### src/rtl/scan_ctrl_pkg.sv
// Shared types and helpers for the scan chain controller: FSM states, default fill bit and the
// masked response compare.
package scan_ctrl_pkg;

  localparam int unsigned MaxChainLen = 1024;
  localparam logic        FillDefault = 1'b0;

  typedef enum logic [2:0] {
    StIdle,
    StShiftIn,
    StCapture,
    StShiftOut,
    StDone
  } scan_state_e;

  // Callers zero-extend to MaxChainLen so one function covers every chain length.
  function automatic logic masked_mismatch(input logic [MaxChainLen-1:0] resp,
                                           input logic [MaxChainLen-1:0] expv,
                                           input logic [MaxChainLen-1:0] mask);
    return |((resp ^ expv) & mask);
  endfunction

endpackage

### src/rtl/scan_shift_reg.sv
// Parallel-load shift register: shifts towards the MSB with the serial input entering bit 0.
module scan_shift_reg #(
  parameter int unsigned Width = 16
) (
  input  logic             clk_i,
  input  logic             rst_ni,
  input  logic             load_i,
  input  logic [Width-1:0] load_data_i,
  input  logic             shift_i,
  input  logic             ser_i,
  output logic [Width-1:0] data_o
);

  logic [Width-1:0] data_d, data_q;

  always_comb begin
    data_d = data_q;
    if (load_i) begin
      data_d = load_data_i;
    end else if (shift_i) begin
      data_d = {data_q[Width-2:0], ser_i};
    end
  end

  always_ff @(posedge clk_i or negedge rst_ni) begin
    if (!rst_ni) begin
      data_q <= '0;
    end else begin
      data_q <= data_d;
    end
  end

  assign data_o = data_q;

endmodule

### src/rtl/scan_chain_ctrl.sv
// Scan chain controller: shifts a pattern in, pulses one capture, shifts the response out and
// compares it against a masked expected vector.
module scan_chain_ctrl
  import scan_ctrl_pkg::*;
#(
  parameter int unsigned CHAIN_LEN = 16,
  parameter int unsigned CNT_W     = $clog2(CHAIN_LEN + 1),
  parameter logic        FILL      = FillDefault
) (
  input  logic                 clk_i,
  input  logic                 rst_ni,
  input  logic                 start_i,
  input  logic                 abort_i,
  input  logic [CHAIN_LEN-1:0] pattern_i,
  input  logic [CHAIN_LEN-1:0] expect_i,
  input  logic [CHAIN_LEN-1:0] mask_i,
  output logic                 se_o,
  output logic                 si_o,
  input  logic                 so_i,
  output logic                 busy_o,
  output logic                 done_o,
  output logic                 mismatch_o,
  output logic [CHAIN_LEN-1:0] response_o
);

  localparam logic [CNT_W-1:0] LastCnt = CNT_W'(CHAIN_LEN - 1);

  scan_state_e          state_q;
  logic [CNT_W-1:0]     cnt_q;
  logic                 se_q, si_q, busy_q, done_q, mismatch_q;
  logic [CHAIN_LEN-1:0] response_q, exp_q, mask_q;

  logic                 accept, last, pat_shift, resp_shift;
  logic [CHAIN_LEN-1:0] pat_data, resp_data, resp_next;

  assign accept     = (state_q == StIdle) && start_i && !abort_i;
  assign last       = (cnt_q == LastCnt);
  assign pat_shift  = (state_q == StShiftIn);
  assign resp_shift = (state_q == StShiftOut);
  assign resp_next  = {resp_data[CHAIN_LEN-2:0], so_i};

  // The MSB goes straight to SI at accept, so the register holds the pattern pre-shifted by one.
  scan_shift_reg #(
    .Width(CHAIN_LEN)
  ) u_pattern_sr (
    .clk_i      (clk_i),
    .rst_ni     (rst_ni),
    .load_i     (accept),
    .load_data_i({pattern_i[CHAIN_LEN-2:0], FILL}),
    .shift_i    (pat_shift),
    .ser_i      (FILL),
    .data_o     (pat_data)
  );

  scan_shift_reg #(
    .Width(CHAIN_LEN)
  ) u_response_sr (
    .clk_i      (clk_i),
    .rst_ni     (rst_ni),
    .load_i     (1'b0),
    .load_data_i({CHAIN_LEN{1'b0}}),
    .shift_i    (resp_shift),
    .ser_i      (so_i),
    .data_o     (resp_data)
  );

  logic unused_bits;
  assign unused_bits = ^{pat_data[CHAIN_LEN-2:0], resp_data[CHAIN_LEN-1]};

  always_ff @(posedge clk_i or negedge rst_ni) begin
    if (!rst_ni) begin
      state_q    <= StIdle;
      cnt_q      <= '0;
      se_q       <= 1'b0;
      si_q       <= 1'b0;
      busy_q     <= 1'b0;
      done_q     <= 1'b0;
      mismatch_q <= 1'b0;
      response_q <= '0;
      exp_q      <= '0;
      mask_q     <= '0;
    end else begin
      done_q <= 1'b0;
      if (abort_i) begin
        state_q <= StIdle;
        cnt_q   <= '0;
        se_q    <= 1'b0;
        si_q    <= 1'b0;
        busy_q  <= 1'b0;
      end else begin
        unique case (state_q)
          StIdle: begin
            if (start_i) begin
              state_q    <= StShiftIn;
              cnt_q      <= '0;
              exp_q      <= expect_i;
              mask_q     <= mask_i;
              mismatch_q <= 1'b0;
              busy_q     <= 1'b1;
              se_q       <= 1'b1;
              si_q       <= pattern_i[CHAIN_LEN-1];
            end
          end
          StShiftIn: begin
            if (last) begin
              state_q <= StCapture;
              cnt_q   <= '0;
              se_q    <= 1'b0;
              si_q    <= FILL;
            end else begin
              cnt_q <= cnt_q + CNT_W'(1);
              si_q  <= pat_data[CHAIN_LEN-1];
            end
          end
          StCapture: begin
            state_q <= StShiftOut;
            se_q    <= 1'b1;
            si_q    <= FILL;
          end
          StShiftOut: begin
            if (last) begin
              state_q    <= StDone;
              cnt_q      <= '0;
              se_q       <= 1'b0;
              si_q       <= 1'b0;
              done_q     <= 1'b1;
              response_q <= resp_next;
              mismatch_q <= masked_mismatch(MaxChainLen'(resp_next), MaxChainLen'(exp_q),
                                            MaxChainLen'(mask_q));
            end else begin
              cnt_q <= cnt_q + CNT_W'(1);
            end
          end
          StDone: begin
            state_q <= StIdle;
            busy_q  <= 1'b0;
          end
          default: begin
            state_q <= StIdle;
            busy_q  <= 1'b0;
            se_q    <= 1'b0;
            si_q    <= 1'b0;
          end
        endcase
      end
    end
  end

  assign se_o       = se_q;
  assign si_o       = si_q;
  assign busy_o     = busy_q;
  assign done_o     = done_q;
  assign mismatch_o = mismatch_q;
  assign response_o = response_q;

endmodule

### config.mk
export PLATFORM = sky130hd
export DESIGN_NAME = scan_chain_ctrl
export DESIGN_NICKNAME = d
export VERILOG_FILES = /design/src/rtl/scan_ctrl_pkg.sv /design/src/rtl/scan_shift_reg.sv /design/src/rtl/scan_chain_ctrl.sv
export SDC_FILE = /design/constraint.sdc
export NUM_CORES = 1
export LEC_CHECK = 0
export BUFFER_PORTS_ARGS = -buffer_cell sky130_fd_sc_hd__buf_2
export CORE_ASPECT_RATIO = 1.5
export CORE_MARGIN = 2
export CORE_UTILIZATION = 32
export CTS_CLUSTER_SIZE = 8
export DETAILED_ROUTE_END_ITERATION = 16
export GPL_TIMING_DRIVEN = 0
export PLACE_DENSITY = 0.57
export SETUP_SLACK_MARGIN = 0.02
export SLEW_MARGIN = 20
export SYNTH_ARGS = -nofsm -noshare
export SYNTH_HDL_FRONTEND = slang
export SYNTH_HIERARCHICAL = 1
export SYNTH_SLANG_ARGS = --single-unit
export TNS_END_PERCENT = 10
### constraint.sdc
create_clock -name clk_i -period 2.89 [get_ports clk_i]
set_input_delay 0.4335 -clock clk_i [delete_from_list [all_inputs] [get_ports clk_i]]
set_output_delay 0.4335 -clock clk_i [all_outputs]
set_load 0.03 [all_outputs]
==> flow_summary.toml <==
[flow_run]
max_cap_viol_count = 0

[critical_path]
worstReg2RegEnd = "u_pattern_sr/data_o[14]$_DFFE_PN0P_"
path_buf_inv = 4
crit_required_ns = 3.08
worstSetupEndpointType = "flop"
critPathLaunchType = "flop"
crit_slowest_cell = "clkbuf_1"
crit_top_cell = "buf_2"
crit_family = "buffers and inverters"
path_max_fanout = 14
startpoint = "state_q[1]$_DFFE_PN0P_"
critPathKind = "flop to flop"
regToRegSetupSlack_ns = 0.66
crit_path_max_incr_delay_ns = 0.36
reg2regPathDepth = 7
worstPathArrival_ns = 2.42
path_cells = "buf_2 > nor2_1 > nand3_1 > inv_1 > buf_2 > clkbuf_1 > o21ai_0"
reg2reg_from = "state_q[1]$_DFFE_PN0P_"

[placement]
dp_hpwl_um = 6980
place.gp.congestion = 0.822
dp_slack_ns = 0.564
portBuffers = 72

[finish]
diodes = 0
fillers = 1289
syn2layout_area_growth_pct = 22.7
drive_gt1_share_pct = 22.8
nets = 562
utilization_pct = 39.7

[logic_synthesis]
postSynthAreaPerCell_um2 = 10.3
synthCells = 403
syn_area_um2 = 4150
yosysWarnings = 6

[clocking]
cts_setup_buffers = 0
clockRootBuffer = "clkbuf_16"
numCtsBuffers = 9
htreeDepth = 3
clkSinkCount = 92
insertion_delay_ns = 0.33
clock_path_buffers = 2
cts-resized-gates = 0
hold_buffers = 1
cts_tree = "done"
clkTransAtPathRegs_ns = 0.06

[route]
vias = 3055
via_per_inst = 4.55
initialDrtViolationCount = 120
finalWirelength_um = 9390
wl_per_cell_um = 14.0
first_pass_iters = 4
route.detailed.drc = 0
ant_nets = 0

[timing]
final_max_slew_viol_count = 0
min_period_ns = 2.23
setup_ws_ns = 0.660
hold_viol = 0
clock.fmax_ghz = 0.449
rsz0062_at_grt = "false"
skew_ns = 0.00624
setup-violations-final = 0
setup_tns_ns = 0
period_share_pct = 77.1

[min_path]
holdPathStages = 3
hp-start = "expect_i[6]"
hold_path.class = "input pin to flop"
min_to = "exp_q[6]$_DFFE_PN0P_"

[power_and_ir_drop]
p_per_area_nw_per_um2 = 630
leakage_nw = 2.59
ir_drop_mv = 0.291

[floorplan]
die_w_um = 97
io_pins = 74
row_count = 51
start_util_pct = 32.4
die_h_um = 144
die-area_um2 = 13900
core-area_um2 = 12800

[grt]
antenna_found_initial = 0
grt_pass1_wl_um = 15200
grt_start_max_net_pins = 70
grt_pass1_vias = 3021
track_usage_pct = 13.7
grt.overflow.total = 0

[status]
status = "finished, final reports clean"
[per-layer routing]
| layer | vias to the layer above | share of wire [%] | global-route usage, % |
|---|---|---|---|
| met5 | - | 0 | 0 |
| met4 | 0 | 1.2 | 4.45 |
| met2 | 64 | 52 | 23.8 |
| met1 | 1450 | 43 | 17.3 |
| met3 | 10 | 3.5 | 2.58 |
| li1 | 1531 | - | - |
[where the power goes]
| part | leakage, nW | internal [W] | total, W | switching [W] |
|---|---|---|---|---|
| Clock | 0.131 | 0.000606 | 0.00107 | 0.000468 |
| Sequential | 1.18 | 0.00149 | 0.00163 | 0.000138 |
| Combinational | 1.28 | 0.000230 | 0.000506 | 0.000276 |
[layout make-up]
class                           instances  area (um^2)  area share (%)
Clock buffer                           14          254            4.99
Timing Repair Buffer                   74          404            7.93
Clock inverter                          2         10.0           0.197
Sequential cell                        92         2300            45.2
Tap cell                              159          199            3.91
Multi-Input combinational cell        304         1750            34.3
Buffer                                 21          153            3.00
Inverter                                6         22.5           0.442
[state kept, by name (all words and copies together) (netlist names)]
name,cells
exp_q,16
mask_q,16
response_o,16
u_pattern_sr/data_o,16
u_response_sr/data_o,15
cnt_q,5
state_q,3
busy_o,1
done_o,1
mismatch_o,1
se_o,1
si_o,1
[through the flow]
stage               std cells  hold slack, ns  area (um^2)  power, W
floorplan                 423           0.138         4230   0.00197
global placement          654           0.462         4790   0.00214
detailed placement        655           0.309         4820   0.00217
CTS                       672           0.278         5090   0.00325
global route              672           0.296         5090   0.00339
finish                    672           0.287         5090   0.00321
[worst max path at each step]
stage / endpoint / slack [ns] / depth (start not counted)
finish: u_pattern_sr/data_o[14]$_DFFE_PN0P_ / 0.66 / 7
global route: u_pattern_sr/data_o[11]$_DFFE_PN0P_ / 0.38 / 8
CTS: u_pattern_sr/data_o[14]$_DFFE_PN0P_ / 0.60 / 7
detailed placement: u_pattern_sr/data_o[14]$_DFFE_PN0P_ / 0.56 / 7
global placement: mask_q[10]$_DFFE_PN0P_ / 0.52 / 1
floorplan: u_pattern_sr/data_o[0]$_DFFE_PN0P_ / 1.17 / 7
[worst register-to-register path, cell delays in order, from the launching register on]
cell	delay, ns
dfrtp_1	0.35
buf_2	0.18
nor2_1	0.15
nand3_1	0.29
inv_1	0.26
buf_2	0.33
clkbuf_1	0.37
o21ai_0	0.17
[placed cells by master, fill, tap and decap left out, types with 2 or more instances in the layout]
master     instances
a21oi_1            4
a22oi_1            9
buf_12             2
buf_2             77
buf_6              5
clkbuf_1          12
clkbuf_16          9
clkinv_2           2
conb_1            21
dfrtp_1           92
inv_1              6
mux2_2             8
mux2_4             8
mux2i_1           31
nand2_1          135
nand3_1            3
nand4_1            2
nor2_1             7
nor2b_1            2
nor3_1             4
o21ai_0           20
o21ai_1           20
o31ai_1            4
xor2_1            17
No activity file was read; power rests on OpenSTA's default activity.
